===== config.mk =====
export PLATFORM = sky130hd
export DESIGN_NAME = parking_gate_ctrl
export DESIGN_NICKNAME = d
export VERILOG_FILES = /design/src/rtl/parking_gate_ctrl.sv
export SDC_FILE = /design/constraint.sdc
export NUM_CORES = 1
export LEC_CHECK = 0
export BUFFER_PORTS_ARGS = -buffer_cell sky130_fd_sc_hd__buf_2
export CAP_MARGIN = 0
export CORE_AREA = 2 2 121 64
export DETAILED_ROUTE_END_ITERATION = 8
export DIE_AREA = 0 0 123 66
export SLEW_MARGIN = 20
export SYNTH_ARGS = -nofsm -noshare
export SYNTH_HDL_FRONTEND = slang
export SYNTH_SLANG_ARGS = --single-unit

===== constraint.sdc =====
create_clock -name clk -period 6.6 [get_ports clk]
set_input_delay 1.32 -clock clk [delete_from_list [all_inputs] [get_ports clk]]
set_output_delay 1.32 -clock clk [all_outputs]
set_load 0.05 [all_outputs]

===== src/rtl/parking_gate_ctrl.sv =====
// Parking garage gate controller: edge-detected entry/exit
// requests, occupancy count with BCD readout, timed doors.
module parking_gate_ctrl #(
  parameter int CAPACITY  = 50,
  parameter int CNT_W     = 6,
  parameter int DOOR_HOLD = 8
) (
  input  logic             clk,
  input  logic             reset,
  input  logic             park_in,
  input  logic             park_out,
  output logic             door_in,
  output logic             door_out,
  output logic [CNT_W-1:0] count,
  output logic             full,
  output logic             empty,
  output logic             reject_full,
  output logic             reject_empty,
  output logic [3:0]       bcd_tens,
  output logic [3:0]       bcd_ones
);

  typedef enum logic {
    IDLE = 1'b0,
    OPEN = 1'b1
  } gate_t;

  localparam logic [7:0] HOLD_LD =
    8'(DOOR_HOLD - 1);
  localparam logic [CNT_W-1:0] CAP =
    CNT_W'(CAPACITY);
  localparam logic [CNT_W-1:0] ONE =
    CNT_W'(1);

  logic             park_in_q;
  logic             park_out_q;
  gate_t            in_st;
  gate_t            in_st_n;
  gate_t            out_st;
  gate_t            out_st_n;
  logic [7:0]       in_hold;
  logic [7:0]       in_hold_n;
  logic [7:0]       out_hold;
  logic [7:0]       out_hold_n;
  logic             in_req;
  logic             out_req;
  logic             in_acc;
  logic             out_acc;
  logic             rej_full_n;
  logic             rej_empty_n;
  logic [CNT_W-1:0] count_n;
  logic [7:0]       cnt8;

  // Rising-edge detection on both sensors.
  always_comb begin
    in_req  = park_in & ~park_in_q;
    out_req = park_out & ~park_out_q;
  end

  // Accept/reject decisions and next occupancy.
  always_comb begin
    out_acc = out_req && (out_st == IDLE)
              && (count != '0);
    in_acc  = in_req && (in_st == IDLE)
              && ((count != CAP) || out_acc);
    rej_full_n = in_req && (in_st == IDLE)
                 && (count == CAP) && !out_acc;
    rej_empty_n = out_req && (out_st == IDLE)
                  && (count == '0);
    count_n = count;
    if (in_acc && !out_acc)
      count_n = count + ONE;
    else if (out_acc && !in_acc)
      count_n = count - ONE;
  end

  // Entry gate FSM: open for DOOR_HOLD cycles per accept.
  always_comb begin
    in_st_n   = in_st;
    in_hold_n = in_hold;
    unique case (in_st)
      IDLE: begin
        if (in_acc) begin
          in_st_n   = OPEN;
          in_hold_n = HOLD_LD;
        end
      end
      OPEN: begin
        if (in_hold == 8'd0)
          in_st_n = IDLE;
        else
          in_hold_n = in_hold - 8'd1;
      end
      default: in_st_n = IDLE;
    endcase
  end

  // Exit gate FSM: open for DOOR_HOLD cycles per accept.
  always_comb begin
    out_st_n   = out_st;
    out_hold_n = out_hold;
    unique case (out_st)
      IDLE: begin
        if (out_acc) begin
          out_st_n   = OPEN;
          out_hold_n = HOLD_LD;
        end
      end
      OPEN: begin
        if (out_hold == 8'd0)
          out_st_n = IDLE;
        else
          out_hold_n = out_hold - 8'd1;
      end
      default: out_st_n = IDLE;
    endcase
  end

  // BCD digits from next count so they land with count.
  always_comb begin
    cnt8 = 8'(count_n);
  end

  // State and registered outputs; reset wins over requests.
  always_ff @(posedge clk) begin
    if (reset) begin
      park_in_q    <= 1'b1;
      park_out_q   <= 1'b1;
      in_st        <= IDLE;
      out_st       <= IDLE;
      in_hold      <= 8'd0;
      out_hold     <= 8'd0;
      door_in      <= 1'b0;
      door_out     <= 1'b0;
      count        <= '0;
      full         <= 1'b0;
      empty        <= 1'b1;
      reject_full  <= 1'b0;
      reject_empty <= 1'b0;
      bcd_tens     <= 4'd0;
      bcd_ones     <= 4'd0;
    end else begin
      park_in_q    <= park_in;
      park_out_q   <= park_out;
      in_st        <= in_st_n;
      out_st       <= out_st_n;
      in_hold      <= in_hold_n;
      out_hold     <= out_hold_n;
      door_in      <= (in_st_n == OPEN);
      door_out     <= (out_st_n == OPEN);
      count        <= count_n;
      full         <= (count_n == CAP);
      empty        <= (count_n == '0);
      reject_full  <= rej_full_n;
      reject_empty <= rej_empty_n;
      bcd_tens     <= 4'(cnt8 / 8'd10);
      bcd_ones     <= 4'(cnt8 % 8'd10);
    end
  end

endmodule


# --- After elaboration in Yosys (flattened, before gate mapping) ---
# Cells that the tools add are included.
classes:
  n_div: 2
  muxes: 14
  n_addsub: 4
  bitwise_logic: 6
  eq_ne: 7
  reduce_logical: 19
ops:
  columns: ["operator", "count"]
  rows:
  - ["$mux 8", 4]
  - ["$pmux 8 s2", 2]
  - ["$logic_not 8->1", 2]
  - ["$sub 8x1->8 const B", 2]
  - ["$eq 6x6->1 const B", 2]
  - ["$logic_not 6->1", 2]
  - ["$mux 6", 2]
  - ["$logic_and 1x1->1", 9]
  - ["$div 6x4->8 const B", 1]
  - ["$mod 6x4->8 const B", 1]
  - ["$ne 2x2->1 const B", 4]
  - ["$add 6x1->6 const B", 1]
  - ["$ne 6x6->1 const B", 1]
  - ["$reduce_bool 6->1", 1]
  - ["$sub 6x1->6 const B", 1]
  - ["$mux 1", 4]
  - ["$not 1->1", 4]
  - ["$pmux 1 s2", 2]
  - ["$reduce_and 2->1", 2]
  - ["$and 1x1->1", 2]
  - ["$logic_not 1->1", 2]
  - ["$logic_or 1x1->1", 1]
word_totals:
  word_cells: 65
  out_inout_bits: 20
  in_bits: 4
  register_bits: 38

# --- Longest topological paths before layout ---
logic_depth:
  ltp_word: 11
  depth_mapped: 13
  ltp_nobuf: 12

# --- Worst setup path after synthesis ---
# OpenSTA, ideal clock, no wires.
synth_path:
  path_kind: "input-to-reg"
  from: "input port park_in"
  to: "register bcd_ones[3]"
  arrival_time_ns: 3.756
  path_buffers: 2
  path_stages: 13
  setup_ns: 0.079
  t_required_ns: 6.521
  path_slack_ns: 2.765
  path_cell_list: "or3b_1 > buf_6 > nor3_1 > a32o_1 > mux2_2 > clkbuf_1 > nor2_1 > a221o_1 > o31ai_1 > ha_1 > a21boi_0 > o21ai_1 > a22oi_1"
synth_between:
  elab_chain_len: 8
  elab_cells_between_ends: 9
  classes_between: "div: 1; mux: 2; bitwise: 1; reduce/logical: 5"
synth_lines:
  columns: ["element", "line_no", "text"]
  rows:
  - ["start, declared", "10", "input logic park_in,"]
  - ["$and 1x1->1 (*)", "56", "in_req = park_in & ~park_in_q;"]
  - ["$logic_and 1x1->1 (*)", "64", "in_acc = in_req && (in_st == IDLE)"]
  - ["$logic_and 1x1->1 (*)", "65", "&& ((count != CAP) || out_acc);"]
  - ["$logic_not 1->1", "73", "else if (out_acc && !in_acc)"]
  - ["$logic_and 1x1->1", "73", null]
  - ["$mux 6", "73", null]
  - ["$mux 6 (*)", "71", "if (in_acc && !out_acc)"]
  - ["$mod 6x4->8 (*)", "157", "bcd_ones <= 4'(cnt8 % 8'd10);"]
  - ["end signal, assigned", "157", null]
  - ["end, declared", "20", "output logic [3:0] bcd_ones"]
# Mark *: on every way between the ends. The rest lies on a longest branch, timed or not.
# A chain may end at the register's enable or synchronous reset.

# --- Worst setup path in the final report ---
# Same ends and word-level chain as after synthesis.

==> summary.md <==
| Metric | Value |
|---|---|
| Post-synth EDFFs | 0 |
| Setup CP Type | in -> reg |
| Initial antenna violation count | 0 |
| Post-Synth XOR/XNOR Area | 0.0847 |
| CTS-repair resized insts | 0 |
| DR vias | ~1800 |
| Total of warnings raised by yosys | 0 |
| Syn Area/Cell | 8.80 sq um |
| IO Count | 24 |
| Reg power frac | 0.413 |
| Unrepaired setup endpoints after global routing | no |
| Post-synthesis compound-gate area fraction | 0.208 |
| Sw Ratio | 0.287 |
| Hold wc startpoint | in_hold[0] |
| Worst setup path startpoint | park_in |
| Fmax | approximately 250 MHz |
| Synth Area in Adders | 0.0363 |
| Worst r2r src | count[0] |
| Worst Reg2Reg Path Length in Cells | 12 |
| Top FF cell, synth | dfxtp_1 |
| Commonest non-fill, non-tap cell in the layout | dfxtp_1 |
| NetSw | approximately 0.17 mW |
| Worst Hold End | in_hold[0] |
| Async SR Flop Fraction | 0 |
| PortBufs | 22 |
| Crit path largest cell delay | a little under 500 ps |
| Simple-Gate Fraction of Synth Area | 0.249 |
| Commonest non-fill, non-tap cells in the layout | dfxtp_1 (36), nor2_1 (34), buf_2 (22), nor3_1 (13), nand2_1 (12) |
| Worst-Skew Late Latency | 280 ps |
| Sinks on Clock Net | 36 |
| Seq/Total Area, Yosys | 0.348 |
| Netlist Area Pre-Place | 2070 sq um |
| CP arrival | 4180 ps |
| Clock transition at path regs | 50 ps |
| Maximum vdd ir drop | between 70 and 80 uV |
| Layout Nets | between 200 and 300 |
| Cell-internal power | between 0.4 and 0.5 mW |
| Worst path bufs/invs | 1 |
| Max_slew headroom | 0.539 |
| Drt via density | 5.11 |
| Status | complete, no violations |
| All-Layer GR Usage | 0.130 |
| Worst reg2reg path endpoint | bcd_ones[3] |
| Critical path endpoint category | register |
| Root Driver | clkbuf_16 |
| Largest family of logic cells by synthesized area | simple AND/OR/NAND/NOR gates |
| Largest net degree at the start of global routing | 27 |
| Post-detail-place hpwl | 3680 microns |
| Die height | between 60 and 70 microns |
| Core outline area | just over 7000 sq um |
| CP top delay family | simple AND/OR/NAND/NOR gates |
| Fillers | approximately 740 |
| WL final | ~5000 microns |
| Final hold vios | 0 |
| Setup Fix Bufs, Post-CTS | 0 |
| Critical Path Start Type | primary input |
| Total power draw | 0.581 mW |
| Flops & latches, synth | 36 |
| Routability cong. | about 0.9 |
| CP Cell Sequence | buf_2, or3b_1, nor4_1, a31oi_2, xnor2_1, nor2_1, a221o_1, o31ai_1, ha_1, a21boi_0, o21ai_1, a22oi_1 |
| Vias in the first global route | between 1500 and 2000 |
| CP Max Fanout | 9 |
| Post-route antenna net violation count | 0 |
| Synth top area share | 0.348 |
| Worst-margin pin slew | approximately 690 ps |
| Tcrit/Tclk final | 0.603 |
| Final Max Tran Viols | 0 |
| Grt ovf | 0 |
| FP Rows | 22 |
| Die width | roughly 120 microns |
| Cts hold-fix bufs | 0 |
| Cell variety after synth | between 60 and 70 |
| Cells after DPL | 342 |
| Share of cells above drive strength 1 | 0.209 |
| Data required time of the worst path | about 6800 ps |
| Setup_tns | 0 ps |
| Max Root-Sink Buffers | 2 |
| Mux cell area share after synthesis | 0.0212 |
| Synthesis-to-layout area growth | 15.3% |
| HP Class | reg -> reg |
| Final Critical Period | 3980 ps |
| CTS buffer count | 5 |
| Power per cell area | between 200 and 250 nW/um^2 |
| Syn nets | roughly 250 |
| DRT iter0 DRCs | roughly 120 |
| Routed len/inst | about 14 microns |
| Post-Syn Instances | between 200 and 250 |
| DR DRC count | 0 |
| Final setup violation count | 0 |
| TritonCTS clock tree | done |
| First-pass GRT wire length | roughly 8000 microns |
| H-Tree Depth | 2 |
| Seq. cell area | between 700 and 800 sq um |
| Initial Utilization | 0.291 |
| Clk_skew | approximately 2.3 ps |
| Hold path depth | 1 |
| Detailed Routing Iterations Pass 1 | 5 |
| Leak | 0.887 nW |
| Clock power share | 0.412 |
| Flop2flop setup slack | 3320 ps |
| Max-Cap Viols | 0 |
| Multi-input gate area | between 1000 and 1500 sq um |
| Cell taking the most area after synthesis | dfxtp_1 |
| Die area | between 8000 and 9000 sq um |
| ANT cells | 0 |
| Main area contributors after synthesis | dfxtp_1 (35%), nor2_1 (6.2%), ha_1 (3.6%), xor2_1 (3.4%), nor3_1 (3.1%) |
| Slowest library cell on the worst path | or3b_1 |
| Combinational fraction of design power | 0.174 |
| Final Instance Count excl. Fillers | between 300 and 400 |
## layout make-up
type,count,share of cell area
tap,96,0.0504
timing repair buffer,22,0.0462
clock buffer,8,0.0614
inverter,12,0.0189
sequential,36,0.302
multi-input combinational,176,0.521
## cell usage after synthesis, drive strengths merged, types with 6 or more instances
cell and number:
ha 6, o21ai 10, buf 6, nand2 12
xor2 9, a211oi 6, a21oi 11, nor3 13
nor2 35, inv 12, dfxtp 36, nor4 7
xnor2 8
## power by group through the flow
stage                     clock [mW]  sequential (mW)  combinational [mW]
after global placement             0            0.244               0.100
after CTS                      0.244            0.240               0.101
after floorplan                    0            0.256              0.0691
final                          0.240            0.240               0.101
after global routing           0.253            0.242               0.111
after detailed placement           0            0.244              0.0998
## flip-flops by register name, summed over array words and instances (netlist names)
signal / count
out_hold: 8
empty: 1
reject_full: 1
bcd_ones: 3
in_hold: 8
park_in_q: 1
in_st: 1
out_st: 1
bcd_tens: 3
count: 6
full: 1
park_out_q: 1
reject_empty: 1
## routing by layer
metal,track usage,share of wire,wire (microns),vias up
li1,-,-,-,887
met5,0,0,0,-
met3,0.0569,0.098,486,7
met2,0.151,0.35,1740,74
met4,0.0440,0.010,52,0
met1,0.200,0.54,2680,821
## how the worst max path moves through the flow
stage,depth (start not counted),to,slack (ps)
after global routing,12,bcd_ones[3],2400
after detailed placement,12,bcd_ones[3],2430
after floorplan,13,bcd_ones[3],2760
final,12,bcd_ones[3],2620
after CTS,12,bcd_ones[3],2710
after global placement,12,bcd_ones[3],2420
## per-stage QoR
| step | area, sq um | util | hold slack (ps) | worst slack, ps |
|---|---|---|---|---|
| final | 2380 | 0.336 | 471 | 2620 |
| after global routing | 2380 | 0.336 | 504 | 2400 |
| after CTS | 2380 | 0.336 | 469 | 2710 |
| after detailed placement | 2240 | 0.315 | 461 | 2430 |
| after global placement | 2240 | 0.315 | 457 | 2420 |
| after floorplan | 2070 | - | 437 | 2760 |
## logic make-up after synthesis
logic type,Yosys count
buf+inv,23
mux,3
xor+xnor,17
fa+ha+maj,6
other cells,1
compound gates,53
flops,36
simple gates,96
Note: power is estimated with default switching activity, not from simulation.
